### src/rtl/alu_pkg.sv
// alu_pkg: shared definitions for the ALU execution endpoint.
//   - opcode class codes (issue_opt[5:3]) and funct codes (issue_opt[2:0])
//   - data / ROB-tag widths, RS "no-dependency" tag value
//   - CDB entry struct and operand-B selection helper
package alu_pkg;

  localparam int DATA_W = 32;
  localparam int TAG_W  = 4;
  localparam int OPT_W  = 6;

  // Tag value the RS uses to mark an operand as already available.
  localparam logic [4:0] NO_DEP_TAG = 5'd16;

  typedef enum logic [2:0] {
    CLS_RR   = 3'b000,
    CLS_RSUB = 3'b001,
    CLS_RI   = 3'b010,
    CLS_RISH = 3'b011,
    CLS_BR   = 3'b100,
    CLS_RSV5 = 3'b101,
    CLS_RSV6 = 3'b110,
    CLS_RSV7 = 3'b111
  } alu_cls_e;

  // Register/immediate integer functs (classes 000/010)
  localparam logic [2:0] FN_ADD  = 3'd0;
  localparam logic [2:0] FN_SLL  = 3'd1;
  localparam logic [2:0] FN_SLT  = 3'd2;
  localparam logic [2:0] FN_SLTU = 3'd3;
  localparam logic [2:0] FN_XOR  = 3'd4;
  localparam logic [2:0] FN_SRL  = 3'd5;
  localparam logic [2:0] FN_OR   = 3'd6;
  localparam logic [2:0] FN_AND  = 3'd7;
  // Alternate functs (classes 001/011)
  localparam logic [2:0] FN_SUB  = 3'd0;
  localparam logic [2:0] FN_SRA  = 3'd5;
  // Branch compare functs (class 100)
  localparam logic [2:0] BR_EQ   = 3'd0;
  localparam logic [2:0] BR_NE   = 3'd1;
  localparam logic [2:0] BR_LT   = 3'd4;
  localparam logic [2:0] BR_GE   = 3'd5;
  localparam logic [2:0] BR_LTU  = 3'd6;
  localparam logic [2:0] BR_GEU  = 3'd7;

  typedef struct packed {
    logic [TAG_W-1:0]  tag;
    logic [DATA_W-1:0] val;
  } cdb_entry_t;

  // Immediate classes take operand B from issue_imm instead of issue_rs2.
  function automatic logic uses_imm(input logic [2:0] cls);
    return (cls == CLS_RI) || (cls == CLS_RISH);
  endfunction

endpackage

### src/rtl/alu_unit_if.sv
// alu_unit_if: RS issue bus plus CDB channel of the ALU endpoint.
//   master: reservation station / CDB arbiter side (drives issue_*, cdb_gnt)
//   slave : ALU side (consumes issue_*, cdb_gnt; drives cdb_ok/en/val)
interface alu_unit_if;
  import alu_pkg::*;

  logic              issue_ok;
  logic [OPT_W-1:0]  issue_opt;
  logic [DATA_W-1:0] issue_rs1;
  logic [DATA_W-1:0] issue_rs2;
  logic [DATA_W-1:0] issue_imm;
  logic [TAG_W-1:0]  issue_en;
  logic              cdb_gnt;
  logic              cdb_ok;
  logic [TAG_W-1:0]  cdb_en;
  logic [DATA_W-1:0] cdb_val;

  modport master (
    output issue_ok, issue_opt, issue_rs1, issue_rs2, issue_imm, issue_en, cdb_gnt,
    input  cdb_ok, cdb_en, cdb_val
  );

  modport slave (
    input  issue_ok, issue_opt, issue_rs1, issue_rs2, issue_imm, issue_en, cdb_gnt,
    output cdb_ok, cdb_en, cdb_val
  );
endinterface

### src/rtl/alu_core.sv
// alu_core: purely combinational integer datapath.
//   opt_i    [5:0]  class [5:3] / funct [2:0]
//   a_i      [31:0] operand A
//   b_i      [31:0] operand B (already selected between rs2 and imm)
//   result_o [31:0] result; unsupported class/funct combinations give 0
module alu_core
  import alu_pkg::*;
(
  input  logic [OPT_W-1:0]  opt_i,
  input  logic [DATA_W-1:0] a_i,
  input  logic [DATA_W-1:0] b_i,
  output logic [DATA_W-1:0] result_o
);

  alu_cls_e          cls_s;
  logic [2:0]        fn_s;
  logic [4:0]        shamt_s;
  logic              lt_s;
  logic              ltu_s;
  logic              taken_s;
  logic [DATA_W-1:0] sra_s;

  assign cls_s   = alu_cls_e'(opt_i[5:3]);
  assign fn_s    = opt_i[2:0];
  assign shamt_s = b_i[4:0];
  assign lt_s    = $signed(a_i) < $signed(b_i);
  assign ltu_s   = a_i < b_i;
  assign sra_s   = DATA_W'($signed(a_i) >>> shamt_s);

  // Branch-taken decision; functs 2/3 are not defined and never take.
  always_comb begin
    taken_s = 1'b0;
    case (fn_s)
      BR_EQ:   taken_s = (a_i == b_i);
      BR_NE:   taken_s = (a_i != b_i);
      BR_LT:   taken_s = lt_s;
      BR_GE:   taken_s = !lt_s;
      BR_LTU:  taken_s = ltu_s;
      BR_GEU:  taken_s = !ltu_s;
      default: taken_s = 1'b0;
    endcase
  end

  // Result select by class, then funct.
  always_comb begin
    result_o = {DATA_W{1'b0}};
    case (cls_s)
      CLS_RR, CLS_RI: begin
        case (fn_s)
          FN_ADD:  result_o = a_i + b_i;
          FN_SLL:  result_o = a_i << shamt_s;
          FN_SLT:  result_o = {{(DATA_W-1){1'b0}}, lt_s};
          FN_SLTU: result_o = {{(DATA_W-1){1'b0}}, ltu_s};
          FN_XOR:  result_o = a_i ^ b_i;
          FN_SRL:  result_o = a_i >> shamt_s;
          FN_OR:   result_o = a_i | b_i;
          FN_AND:  result_o = a_i & b_i;
          default: result_o = {DATA_W{1'b0}};
        endcase
      end
      CLS_RSUB: begin
        case (fn_s)
          FN_SUB:  result_o = a_i - b_i;
          FN_SRA:  result_o = sra_s;
          default: result_o = {DATA_W{1'b0}};
        endcase
      end
      CLS_RISH: begin
        case (fn_s)
          FN_SRA:  result_o = sra_s;
          default: result_o = {DATA_W{1'b0}};
        endcase
      end
      CLS_BR:  result_o = {{(DATA_W-1){1'b0}}, taken_s};
      default: result_o = {DATA_W{1'b0}};
    endcase
  end

endmodule

### src/rtl/sync_fifo.sv
// sync_fifo: generic single-clock FIFO with extra-MSB pointers.
//   clk, rst_n       clock, async active-low reset (storage cleared too)
//   en_i             global enable; low freezes every register
//   clr_i            synchronous flush, wins over push/pop; keeps overflow
//   push_i, data_i   write request/data; push at full succeeds only with a pop
//   pop_i            read request; ignored when empty
//   data_o           head entry (registered storage)
//   empty_o          FIFO empty
//   count_next_o     occupancy after the coming edge
//   overflow_o       sticky: a push was dropped at full
module sync_fifo #(
  parameter  int WIDTH = 36,
  parameter  int DEPTH = 4,
  localparam int AW    = $clog2(DEPTH)
) (
  input  logic             clk,
  input  logic             rst_n,
  input  logic             en_i,
  input  logic             clr_i,
  input  logic             push_i,
  input  logic [WIDTH-1:0] data_i,
  input  logic             pop_i,
  output logic [WIDTH-1:0] data_o,
  output logic             empty_o,
  output logic [AW:0]      count_next_o,
  output logic             overflow_o
);

  localparam logic [AW:0] PTR_ONE = {{AW{1'b0}}, 1'b1};

  logic [AW:0]      wr_ptr_q, wr_ptr_d;
  logic [AW:0]      rd_ptr_q, rd_ptr_d;
  logic             ovf_q, ovf_d;
  logic [WIDTH-1:0] mem_q [DEPTH];
  logic             full_s, do_pop_s, do_push_s, drop_s, wr_en_s;

  assign empty_o = (wr_ptr_q == rd_ptr_q);
  // Full: same slot index, opposite lap.
  assign full_s  = (wr_ptr_q[AW] != rd_ptr_q[AW]) &&
                   (wr_ptr_q[AW-1:0] == rd_ptr_q[AW-1:0]);

  // Request qualification; a simultaneous pop frees the slot a full push needs.
  always_comb begin
    do_pop_s  = pop_i && !empty_o;
    do_push_s = push_i && (!full_s || do_pop_s);
    drop_s    = push_i && full_s && !do_pop_s;
  end

  // Next-state for pointers and the sticky overflow flag.
  always_comb begin
    wr_ptr_d = wr_ptr_q;
    rd_ptr_d = rd_ptr_q;
    ovf_d    = ovf_q;
    wr_en_s  = 1'b0;
    if (!en_i) begin
      wr_ptr_d = wr_ptr_q;
      rd_ptr_d = rd_ptr_q;
    end else if (clr_i) begin
      wr_ptr_d = {(AW+1){1'b0}};
      rd_ptr_d = {(AW+1){1'b0}};
    end else begin
      if (do_push_s) begin
        wr_ptr_d = wr_ptr_q + PTR_ONE;
        wr_en_s  = 1'b1;
      end else begin
        wr_ptr_d = wr_ptr_q;
      end
      if (do_pop_s) begin
        rd_ptr_d = rd_ptr_q + PTR_ONE;
      end else begin
        rd_ptr_d = rd_ptr_q;
      end
      ovf_d = ovf_q | drop_s;
    end
  end

  assign count_next_o = wr_ptr_d - rd_ptr_d;
  assign overflow_o   = ovf_q;
  assign data_o       = mem_q[rd_ptr_q[AW-1:0]];

  // Pointer and overflow registers.
  always_ff @(posedge clk or negedge rst_n) begin
    if (!rst_n) begin
      wr_ptr_q <= {(AW+1){1'b0}};
      rd_ptr_q <= {(AW+1){1'b0}};
      ovf_q    <= 1'b0;
    end else begin
      wr_ptr_q <= wr_ptr_d;
      rd_ptr_q <= rd_ptr_d;
      ovf_q    <= ovf_d;
    end
  end

  // Entry storage; cleared on reset so the head reads zero out of reset.
  always_ff @(posedge clk or negedge rst_n) begin
    if (!rst_n) begin
      for (int i = 0; i < DEPTH; i++) mem_q[i] <= {WIDTH{1'b0}};
    end else if (wr_en_s) begin
      mem_q[wr_ptr_q[AW-1:0]] <= data_i;
    end
  end

endmodule

### src/rtl/alu_unit.sv
// alu_unit: ALU execution endpoint between the reservation station and CDB port 1.
//   clk, rst_n  clock, async active-low reset
//   rdy         global enable; low freezes state and holds outputs
//   clear       synchronous flush (mispredict); drops queued and same-cycle results
//   bus         alu_unit_if.slave: issue_* in, cdb_gnt in, cdb_ok/en/val out
//   alu_stall   registered: occupancy >= STALL_TH
//   overflow    sticky: an issued result was dropped at full
// Each accepted issue is computed combinationally and queued; the CDB shows
// the queue head and pops it on cdb_gnt.
module alu_unit
  import alu_pkg::*;
#(
  parameter int DEPTH    = 4,
  parameter int STALL_TH = 3
) (
  input  logic       clk,
  input  logic       rst_n,
  input  logic       rdy,
  input  logic       clear,
  alu_unit_if.slave  bus,
  output logic       alu_stall,
  output logic       overflow
);

  localparam int          AW         = $clog2(DEPTH);
  localparam logic [AW:0] STALL_TH_W = (AW+1)'(STALL_TH);

  logic [DATA_W-1:0] opb_s;
  logic [DATA_W-1:0] res_s;
  cdb_entry_t        push_s;
  cdb_entry_t        head_s;
  logic              empty_s;
  logic [AW:0]       cnt_next_s;
  logic              stall_q, stall_d;

  assign opb_s = uses_imm(bus.issue_opt[5:3]) ? bus.issue_imm : bus.issue_rs2;

  alu_core u_core (
    .opt_i    (bus.issue_opt),
    .a_i      (bus.issue_rs1),
    .b_i      (opb_s),
    .result_o (res_s)
  );

  assign push_s.tag = bus.issue_en;
  assign push_s.val = res_s;

  sync_fifo #(
    .WIDTH ($bits(cdb_entry_t)),
    .DEPTH (DEPTH)
  ) u_fifo (
    .clk          (clk),
    .rst_n        (rst_n),
    .en_i         (rdy),
    .clr_i        (clear),
    .push_i       (bus.issue_ok),
    .data_i       (push_s),
    .pop_i        (bus.cdb_gnt),
    .data_o       (head_s),
    .empty_o      (empty_s),
    .count_next_o (cnt_next_s),
    .overflow_o   (overflow)
  );

  // Stall flag follows the occupancy the FIFO will hold after this edge.
  always_comb begin
    if (rdy) begin
      stall_d = (cnt_next_s >= STALL_TH_W);
    end else begin
      stall_d = stall_q;
    end
  end

  // Stall register.
  always_ff @(posedge clk or negedge rst_n) begin
    if (!rst_n) begin
      stall_q <= 1'b0;
    end else begin
      stall_q <= stall_d;
    end
  end

  assign alu_stall   = stall_q;
  // Head fields are masked when empty so stale storage never shows on the CDB.
  assign bus.cdb_ok  = !empty_s;
  assign bus.cdb_en  = empty_s ? {TAG_W{1'b0}}  : head_s.tag;
  assign bus.cdb_val = empty_s ? {DATA_W{1'b0}} : head_s.val;

endmodule

### src/flat_wrapper.sv
// flat-port wrapper written by rule: the top's interface ports become plain ports
module alu_unit_flat import alu_pkg::*;
#(
  parameter int DEPTH    = 4,
  parameter int STALL_TH = 3
)
  (clk, rst_n, rdy, clear, alu_stall, overflow, bus_issue_ok, bus_issue_opt, bus_issue_rs1, bus_issue_rs2, bus_issue_imm, bus_issue_en, bus_cdb_gnt, bus_cdb_ok, bus_cdb_en, bus_cdb_val);
  alu_unit_if bus_i ();
  input  logic clk;
  input  logic rst_n;
  input  logic rdy;
  input  logic clear;
  output logic alu_stall;
  output logic overflow;
  input wire logic [$bits(bus_i.issue_ok)-1:0] bus_issue_ok;
  input wire logic [$bits(bus_i.issue_opt)-1:0] bus_issue_opt;
  input wire logic [$bits(bus_i.issue_rs1)-1:0] bus_issue_rs1;
  input wire logic [$bits(bus_i.issue_rs2)-1:0] bus_issue_rs2;
  input wire logic [$bits(bus_i.issue_imm)-1:0] bus_issue_imm;
  input wire logic [$bits(bus_i.issue_en)-1:0] bus_issue_en;
  input wire logic [$bits(bus_i.cdb_gnt)-1:0] bus_cdb_gnt;
  output wire logic [$bits(bus_i.cdb_ok)-1:0] bus_cdb_ok;
  output wire logic [$bits(bus_i.cdb_en)-1:0] bus_cdb_en;
  output wire logic [$bits(bus_i.cdb_val)-1:0] bus_cdb_val;
  assign bus_i.issue_ok = bus_issue_ok;
  assign bus_i.issue_opt = bus_issue_opt;
  assign bus_i.issue_rs1 = bus_issue_rs1;
  assign bus_i.issue_rs2 = bus_issue_rs2;
  assign bus_i.issue_imm = bus_issue_imm;
  assign bus_i.issue_en = bus_issue_en;
  assign bus_i.cdb_gnt = bus_cdb_gnt;
  assign bus_cdb_ok = bus_i.cdb_ok;
  assign bus_cdb_en = bus_i.cdb_en;
  assign bus_cdb_val = bus_i.cdb_val;
  alu_unit #(.DEPTH(DEPTH), .STALL_TH(STALL_TH)) u_core (.clk(clk), .rst_n(rst_n), .rdy(rdy), .clear(clear), .bus(bus_i), .alu_stall(alu_stall), .overflow(overflow));
endmodule
### config.mk
export PLATFORM = sky130hd
export DESIGN_NAME = alu_unit_flat
export DESIGN_NICKNAME = d
export VERILOG_FILES = /design/src/rtl/alu_pkg.sv /design/src/rtl/alu_unit_if.sv /design/src/rtl/alu_core.sv /design/src/rtl/sync_fifo.sv /design/src/rtl/alu_unit.sv /design/src/flat_wrapper.sv
export SDC_FILE = /design/constraint.sdc
export NUM_CORES = 1
export LEC_CHECK = 0
export CORE_MARGIN = 3
export CORE_UTILIZATION = 35
export CTS_CLUSTER_DIAMETER = 80
export CTS_CLUSTER_SIZE = 16
export DETAILED_ROUTE_END_ITERATION = 12
export HOLD_SLACK_MARGIN = 0.15
export PLACE_DENSITY_LB_ADDON = 0.05
export SYNTH_ARGS = -nofsm -noshare
export SYNTH_HDL_FRONTEND = slang
export SYNTH_SLANG_ARGS = --single-unit
### constraint.sdc
create_clock -name clk -period 3.8 [get_ports clk]
set_input_delay 0.57 -clock clk [delete_from_list [all_inputs] [get_ports clk]]
set_output_delay 0.57 -clock clk [all_outputs]
set_load 0.02 [all_outputs]
==> results by group, run 1 <==
Status
  – Status: complete, but fails checks
  – Failing checks: setup timing

Floorplanning
  – Die area: around 54000 um2
  – Rows: 82
  – Die width: between 200 and 250 um
  – Core area: between 50000 and 60000 um2
  – Die height: 233 um
  – Starting Density: 35.7%
  – Ports: approximately 150

Clock tree
  – Clk_lat worst skew: 0.42 ns
  – H-tree level count: 4
  – CTS Buffer Depth: 2
  – Num CTS Buffers: 17
  – Clock Tree Root: clkbuf_16
  – # clock sinks: approximately 150
  – Hold_buf cts: 0
  – CTS tree: built
  – CTS clk-pin slew, worst paths: ~0.06 ns

STA
  – Final setup TNS: -0.0304 ns
  – Final setup viols: 4
  – Min Clock Period, post-route: between 3 and 4 ns
  – Max_slew headroom: between 30% and 40%
  – Final cycle utilization of the critical path: 100%
  – Least-Margin Pin Slew: 0.913 ns
  – Slew Viols, Final: 0
  – Layout Skew: around 0.0075 ns
  – Final Hold Vio Count: 0
  – F_max: 262 MHz
  – RSZ-0062 raised after global routing: true
  – Final WS setup: -0.0154 ns

Route
  – Drt pass-1 iters: 8
  – Antenna Nets Post-Route: 0
  – Final Routed Wirelength: between 100000 and 150000 um
  – Avg WL per Cell: 27.2 um
  – Vias: about 23000
  – Vias/cell: a little over 6
  – Remaining DRCs: 0
  – 1st-iter DRT viols: 2787

Setup path
  – CP max-delay cell: or4_4
  – Critical Path RT: roughly 4.2 ns
  – Critical Path Start: bus_issue_opt[5]
  – CP Class: input pin to register
  – Setup crit end kind: register
  – Worst Reg-to-Reg Cells: 11
  – CP peak stage delay: approximately 0.55 ns
  – Crit path max fanout: 5
  – CP startpoint kind: input pin
  – R2r setup slk: around 0.93 ns
  – Cells along the critical path: buf_12, and2b_4, buf_6, buf_16, nand2_4, nand2_4, inv_4, ha_4, or3_4, buf_4, nor2_4, nand3_2, or4_4, or4_4, a21boi_4, a2111oi_4, nand3_1, buf_6, mux2_4
  – R2R Path End: u_core.alu_stall
  – Launching point of the worst reg2reg path: u_core.u_fifo.rd_ptr_q[0]
  – Critical path data arrival time: roughly 4.2 ns

Pwr
  – Clock power share: around a fifth
  – Cell Int Power: between 5000 and 6000 uW
  – Switching Fraction: roughly two fifths
  – Reg power frac: a little under a quarter
  – Leak: between 0.01 and 0.015 uW
  – PD cells: 313 nW/um2
  – Peak supply drop: roughly 340 uV
  – Combinational share of power: a little under three fifths
  – Sw power: around 3400 uW

Synth
  – Sequential-to-total area share from yosys stat: a little over a fifth
  – Register bit total from synthesis: approximately 150
  – Async set-or-reset flop fraction in the synthesized netlist: between 90% and 100%
  – Most used DFF post-synth: dfrtp_1
  – Synth Cell Area: ~18000 um2
  – Post-synth top area share: between 20% and 30%
  – Top-count cell post-synth: nand2_1
  – Mean Syn Cell Area: between 7 and 8 um2
  – Synthesis warning total: 0
  – Yosys cell types: slightly above 90
  – Post-synthesis cell count: roughly 2300
  – Net Count, Synth: 2522
  – Commonest cells post-synth: 285 x nand2_1, 205 x a21oi_1, 175 x nor2_1, 152 x dfrtp_1, 136 x o21ai_0
  – Number of enable flip-flop cells after synthesis: 0
  – Synth area leader: dfrtp_1
  – Area contributors post-synth: dfrtp_1 21%, mux2_2 6.9%, ha_1 6.6%

GRT
  – Initial antenna violation count: 2
  – GR Overflow Total: 0
  – Largest net degree at the start of global routing: roughly 80
  – Vias in the first global route: around 22000
  – First-pass GRT wire length: 145000 um
  – Gr usage total: 36.2%

Finish
  – Share of cells above drive strength 1: about 37%
  – Layout area overhead: 50.1%
  – # nets final: about 3200
  – Final design utilization: a little over half

Place
  – RePlAce Congestion: 1.04
  – DP HPWL: slightly below 80000 um
  – IO buf count: 150

Run
  – Maxcap violations: 0

Min path
  – Min-delay worst type: input pin to async pin
==> power by group through the flow <==
stage / clock [uW] / combinational, uW / sequential (uW)
final: 1720 / 4770 / 2000
after global routing: 1830 / 5040 / 2030
after CTS: 1760 / 4510 / 2000
after detailed placement: 0 / 4380 / 2030
after global placement: 0 / 4370 / 2010
after floorplan: 0 / 2220 / 1970
==> cell type report <==
type	count	area [um2]
Fill cell	4830	23400
Multi-Input combinational cell	1855	14200
Timing Repair Buffer	872	7240
Sequential cell	152	3810
Tap cell	672	841
Inverter	119	452
Clock buffer	17	425
Clock inverter	15	180
Antenna cell	1	2.50
==> layer usage <==
metal / routed length [um] / vias to the layer above / GRT usage, %
li1: - / 9993 / -
met1: 43400 / 11100 / 51.0
met2: 42100 / 1223 / 53.3
met3: 10800 / 221 / 9.45
met4: 4360 / 0 / 12.3
met5: 0 / - / 0
==> critical path, delay by kind of cell <==
kind | cells | cell delay [ns]
AND/OR/NAND/NOR | 9 | 2.26
buffers and inverters | 6 | 0.73
adder cells (fa/ha/maj) | 1 | 0.23
AO/OA/AOI/OAI | 2 | 0.23
multiplexers | 1 | 0.15
==> repair_timing <==
item	4_1_cts	5_1_grt
endpoints found under the setup margin	128	104
cloned	4	0
setup buffers	10	20
gates resized for setup	91	142
endpoints found under the hold margin	0	0
pin swaps	24	66
==> state kept, by name (all words and copies together) (netlist names) <==
| signal | flops |
|---|---|
| u_core.alu_stall | 1 |
| u_core.u_fifo.mem_q | 144 |
| u_core.u_fifo.overflow_o | 1 |
| u_core.u_fifo.rd_ptr_q | 3 |
| u_core.u_fifo.wr_ptr_q | 3 |
==> worst max-delay path by stage <==
stage                               to  slack [ns]  cells past startpoint
3_3_place_gp   u_core.u_fifo.mem_q[36]       -1.16                     18
3_5_place_dp   u_core.u_fifo.mem_q[36]       -1.33                     16
6_report        u_core.u_fifo.mem_q[0]       -0.02                     19
5_1_grt         u_core.u_fifo.mem_q[0]       -0.06                     17
2_1_floorplan  u_core.u_fifo.mem_q[63]       -0.31                     19
4_1_cts         u_core.u_fifo.mem_q[7]      -0.007                     21
==> cell usage in the layout (no fill, tap or decap), types with 15 or more instances in the layout <==
| master | n |
|---|---|
| mux2_2 | 86 |
| a21oi_1 | 190 |
| nand2b_1 | 18 |
| nand3_1 | 30 |
| a31oi_1 | 38 |
| buf_4 | 690 |
| nand2_2 | 18 |
| nor2_1 | 168 |
| dfrtp_1 | 150 |
| a211oi_1 | 101 |
| clkdlybuf4s50_1 | 145 |
| and2_1 | 46 |
| ha_1 | 69 |
| o31ai_1 | 18 |
| o211ai_1 | 37 |
| mux4_2 | 47 |
| inv_1 | 95 |
| nor3_1 | 56 |
| nand2_1 | 265 |
| o21ai_1 | 16 |
| a211o_1 | 22 |
| inv_2 | 21 |
| ha_4 | 26 |
| mux2_4 | 25 |
| buf_6 | 15 |
| buf_12 | 17 |
| clkbuf_16 | 17 |
| xnor2_1 | 28 |
| o21ai_0 | 120 |
| mux2i_1 | 48 |
| a21o_1 | 16 |
==> metrics by stage <==
stage / worst slack (ns) / power (uW) / cell area [um2] / instances / hold slack (ns)
finish: -0.0154 / 8490 / 27100 / 3703 / 0.172
global route: -0.0556 / 8890 / 27100 / 3702 / 0.223
CTS: -0.00719 / 8260 / 26300 / 3684 / 0.196
detailed placement: -1.33 / 6410 / 25200 / 3638 / 0.459
global placement: -1.16 / 6380 / 25200 / 3638 / 0.453
floorplan: -0.311 / 4190 / 18400 / 2312 / 0.274
==> cell families after synthesis <==
group,synth area share [%]
XOR/XNOR,1.92
AO/OA/AOI/OAI,29.0
adder cells (fa/ha/maj),6.87
multiplexers,15.5
flip-flops,21.0
AND/OR/NAND/NOR,18.7
buffers and inverters,7.00
Note: power is estimated with default switching activity, not from simulation.
==> inputs of run 2 (changes only) <==
Settings changed: CELL_PAD_IN_SITES_DETAIL_PLACEMENT from default to 1, CELL_PAD_IN_SITES_GLOBAL_PLACEMENT from default to 1, CORE_UTILIZATION 35 to 45.
==> run 2 against run 1 <==
Effect of this change: the flow now stops in global routing (5_1_grt); synthesized cell count unchanged; area after synthesis did not move.
==> results by group, run 2 <==
Synth
  – Register bit total from synthesis: approximately 150
  – Synth Cell Area: approximately 18000 um2
  – Synthesis warning total: 0
  – Number of enable flip-flop cells after synthesis: 0
  – Net Count, Synth: 2522
  – Mean Syn Cell Area: roughly 7.8 um2
  – Post-synthesis cell count: around 2300
  – Async set-or-reset flop fraction in the synthesized netlist: between 90% and 100%
  – Post-synth top area share: 21.0%
  – Commonest cells post-synth: 285 x nand2_1, 205 x a21oi_1, 175 x nor2_1, 152 x dfrtp_1, 136 x o21ai_0
  – Yosys cell types: 91
  – Most used DFF post-synth: dfrtp_1
  – Area contributors post-synth: dfrtp_1 21%, mux2_2 6.9%, ha_1 6.6%
  – Top-count cell post-synth: nand2_1
  – Sequential-to-total area share from yosys stat: between 20% and 30%
  – Synth area leader: dfrtp_1

Clock tree
  – # clock sinks: 152
  – Clock Tree Root: clkbuf_16
  – H-tree level count: 4
  – CTS Buffer Depth: 2
  – Num CTS Buffers: 17

GRT
  – Largest net degree at the start of global routing: 108
  – First-pass GRT wire length: 240000 um
  – Gr usage total: approximately three quarters
  – Vias in the first global route: 33200
  – GR Overflow Total: 177

Floorplanning
  – Ports: about 150
  – Starting Density: between 40% and 50%
  – Rows: between 70 and 80
  – Die height: a little over 200 um
  – Die width: a little over 200 um

Place
  – Pre-CTS setup slack: -1.37 ns
  – DP HPWL: 92500 um
  – Placed cell area: 25000 um2
  – RePlAce Congestion: roughly 1.1
  – IO buf count: 150

Status
  – Status: stopped before the end
  – Failing step: global routing (5_1_grt)
  – Error: [ERROR GRT-0116] Global routing finished with congestion. Check the congestion regions in the DRC Viewer.
-- run 2: cell counts after synthesis --
No cell type changed its count.
-- run 2: cell families after synthesis --
logic type	share of synthesized area, %
AOI/OAI and AO/OA	29.0
muxes	15.5
adders and majority gates	6.87
DFF	21.0
and+or+nand+nor	18.7
xor gates and xnor gates	1.92
buffers and inverters	7.00
-- run 2: metal layers --
metal / GRT usage (%) / overflow
met4: 76.8 / 97
met3: 61.3 / 1
met1: 76.3 / 0
met2: 92.1 / 79
met5: 34.3 / 0
-- run 2: metrics by stage --
stage               util [%]  hold slack [ns]  TNS (ns)  std cells
global placement        63.8            0.452    -86.77       3490
floorplan                  -            0.274    -11.75       2312
CTS                     68.9            0.490    -0.422       3568
detailed placement      63.8            0.473   -115.24       3490
-- run 2: timing repair --
item                       CTS
pin swaps                   51
buffers inserted            44
resized for setup          210
hold buffers                 1
setup endpoints to repair  128
hold endpoints to repair    45
gates cloned                 3
==> inputs of run 3 (changes only) <==
Settings changed: CELL_PAD_IN_SITES_DETAIL_PLACEMENT 1 to default, CELL_PAD_IN_SITES_GLOBAL_PLACEMENT 1 to default, CORE_UTILIZATION 45 to 40, CTS_CLUSTER_DIAMETER 80 to default, CTS_CLUSTER_SIZE 16 to default, HOLD_SLACK_MARGIN 0.15 to default, PLACE_DENSITY_LB_ADDON 0.05 to 0.15.
==> run 3 against run 2 <==
Effect of this change: the flow now finishes, with violations (setup timing).
==> results by group, run 3 (synthesis gave the netlist of run 1 again) <==
Min path
  – Min-delay worst type: register to register

GRT
  – Gr usage total: around two fifths
  – First-pass GRT wire length: 140000 um
  – Gr busiest metal: met2
  – Met2 GRT Util: between 50% and 60%
  – GR Overflow Total: 0
  – Met1 global-route usage: between 50% and 60%
  – Largest net degree at the start of global routing: between 100 and 150
  – Vias in the first global route: 21800
  – Met3 Track Usage GR: between 10% and 20%
  – Initial antenna violation count: 1

STA
  – Slew Viols, Final: 0
  – Final WS setup: -0.0126 ns
  – Final setup TNS: -0.0344 ns
  – Layout Skew: approximately 0.0052 ns
  – Final cycle utilization of the critical path: 100%
  – F_max: between 200 and 300 MHz
  – Final setup viols: 5
  – Final Hold Vio Count: 0
  – Least-Margin Pin Slew: 0.782 ns
  – Max_slew headroom: ~48%
  – RSZ-0062 raised after global routing: true
  – Min Clock Period, post-route: 3.81 ns

Floorplanning
  – Die height: 219 um
  – Rows: slightly below 80
  – Ports: ~150
  – Die width: between 200 and 250 um
  – Core area: between 40000 and 50000 um2
  – Starting Density: roughly two fifths
  – Die area: 47800 um2

Setup path
  – CP peak stage delay: around 0.65 ns
  – CP Class: input pin to register
  – Cells along the critical path: clkdlybuf4s50_1, buf_4, or4b_2, o31ai_2, buf_4, buf_4, a22oi_1, a32oi_1, o221ai_1, o211ai_1, o211ai_1, mux2_2
  – CP startpoint kind: input pin
  – WP buf/inv: 4
  – Most used cell, CP: buf_4
  – Critical Path RT: a little over 4 ns
  – Crit path max fanout: 8
  – CP max-delay cell: or4b_2
  – Critical path data arrival time: 4.12 ns
  – Setup crit end kind: register
  – Top delay family on crit path: compound AO/OA/AOI/OAI gates

Place
  – DP HPWL: about 75000 um
  – RePlAce Congestion: around 1.1
  – IO buf count: 150
  – Placed cell area: ~25000 um2
  – Placed Cells incl. Taps: ~3600

Finish
  – Share of cells above drive strength 1: between 30% and 40%
  – Layout area overhead: 49.0%
  – Top flop regs: u_core.u_fifo.mem_q x144, u_core.u_fifo.rd_ptr_q x3, u_core.u_fifo.wr_ptr_q x3
  – Commonest non-fill, non-tap cell in the layout: buf_4
  – # nets final: between 3000 and 4000
  – Most frequent cells in the layout: 700 x buf_4, 279 x nand2_1, 189 x a21oi_1, 171 x nor2_1, 150 x dfrtp_1
  – Largest reg by FF count: u_core.u_fifo.mem_q
  – Largest register FFs: about 140
  – Finished Layout Cells: approximately 3600
  – Final instance area: roughly 27000 um2
  – Layout fillers: just over 4000

Route
  – Avg WL per Cell: ~26 um
  – Antenna Nets Post-Route: 0
  – Final Routed Wirelength: just under 100000 um
  – Remaining DRCs: 0
  – Drt pass-1 iters: 6
  – Vias: roughly 22000
  – Vias/cell: between 6 and 7
  – 1st-iter DRT viols: 2647

Clock tree
  – H-tree level count: 4
  – # clock sinks: ~150
  – CTS clk-pin slew, worst paths: about 0.060 ns
  – CTS tree: built
  – CTS Buffer Depth: 2
  – Clock Tree Root: clkbuf_16
  – Num CTS Buffers: 17
  – Clk_lat worst skew: ~0.42 ns

Pwr
  – Reg power frac: around a quarter
  – Switching Fraction: between 30% and 40%
  – Leak: roughly 0.012 uW
  – Combinational share of power: a little under three fifths
  – Peak supply drop: around 370 uV
  – Total power: between 8000 and 9000 uW
  – Clock power share: a little over a fifth
  – Cell Int Power: about 5200 uW
  – Sw power: 3320 uW
  – PD cells: ~320 nW/um2

Status
  – Status: complete, but fails checks
  – Failing checks: setup timing

Run
  – Maxcap violations: 0
[run 3: per-layer routing]
layer  vias to the layer above  part of all wire [%]
met5                         -                 0.028
met4                         4                   5.0
met3                       234                    11
met2                      1196                    42
met1                     10900                    42
li1                      10000                     -
[run 3: power groups by stage]
stage                     registers, uW  clock network, uW  logic [uW]
final                              1990               1810        4720
after global routing               2010               1910        4980
after CTS                          1980               1830        4530
after detailed placement           2010                  0        4390
after global placement             1990                  0        4360
after floorplan                    1970                  0        2220
[run 3: worst paths after layout]
| path | from | endpoint | slack, ns | cells after the start |
|---|---|---|---|---|
| setup / recovery | bus_issue_imm[1] | u_core.u_fifo.mem_q[11] | -0.01 | 12 |
| hold / removal | u_core.u_fifo.mem_q[68] | u_core.u_fifo.mem_q[68] | 0.47 | 2 |
| setup reg to reg | u_core.u_fifo.wr_ptr_q[1] | u_core.alu_stall | 1.03 | 11 |
| hold reg to reg | u_core.u_fifo.mem_q[68] | u_core.u_fifo.mem_q[68] | 0.47 | 2 |
| max in group asynchronous | rst_n | u_core.u_fifo.mem_q[23] | 2.22 | 3 |
| min in group asynchronous | rst_n | u_core.u_fifo.wr_ptr_q[2] | 0.58 | 2 |
[run 3: area by class of cell]
cell class	instances	area [um2]	share of cell area, %
antenna	1	2.50	0.00929
clock inverter	8	143	0.530
tap	592	741	2.75
inverter	119	449	1.67
sequential	152	3810	14.1
multi-input combinational	1854	13900	51.5
clock buffer	23	488	1.81
timing repair buffer	889	7420	27.5
[run 3: what timing repair did]
action	in CTS	in global routing
pin swaps	30	35
setup buffers	13	10
gates resized for setup	79	79
cloned	2	0
hold endpoints to repair	16	0
hold buffers	1	0
endpoints found under the setup margin	124	101
[run 3: tightest hold or removal path, stage by stage (launching register included)]
cell and delay [ns]:
dfrtp_1 0.33, nand2_1 0.05, nand2_1 0.06
[run 3: through the flow]
| stage | setup WS, ns | utilization, % | hold WS, ns |
|---|---|---|---|
| floorplan | -0.311 | - | 0.274 |
| global placement | -1.24 | 57.0 | 0.409 |
| detailed placement | -1.28 | 57.0 | 0.410 |
| CTS | 0.0118 | 59.7 | 0.473 |
| global route | -0.0929 | 60.6 | 0.498 |
| finish | -0.0126 | 60.6 | 0.471 |
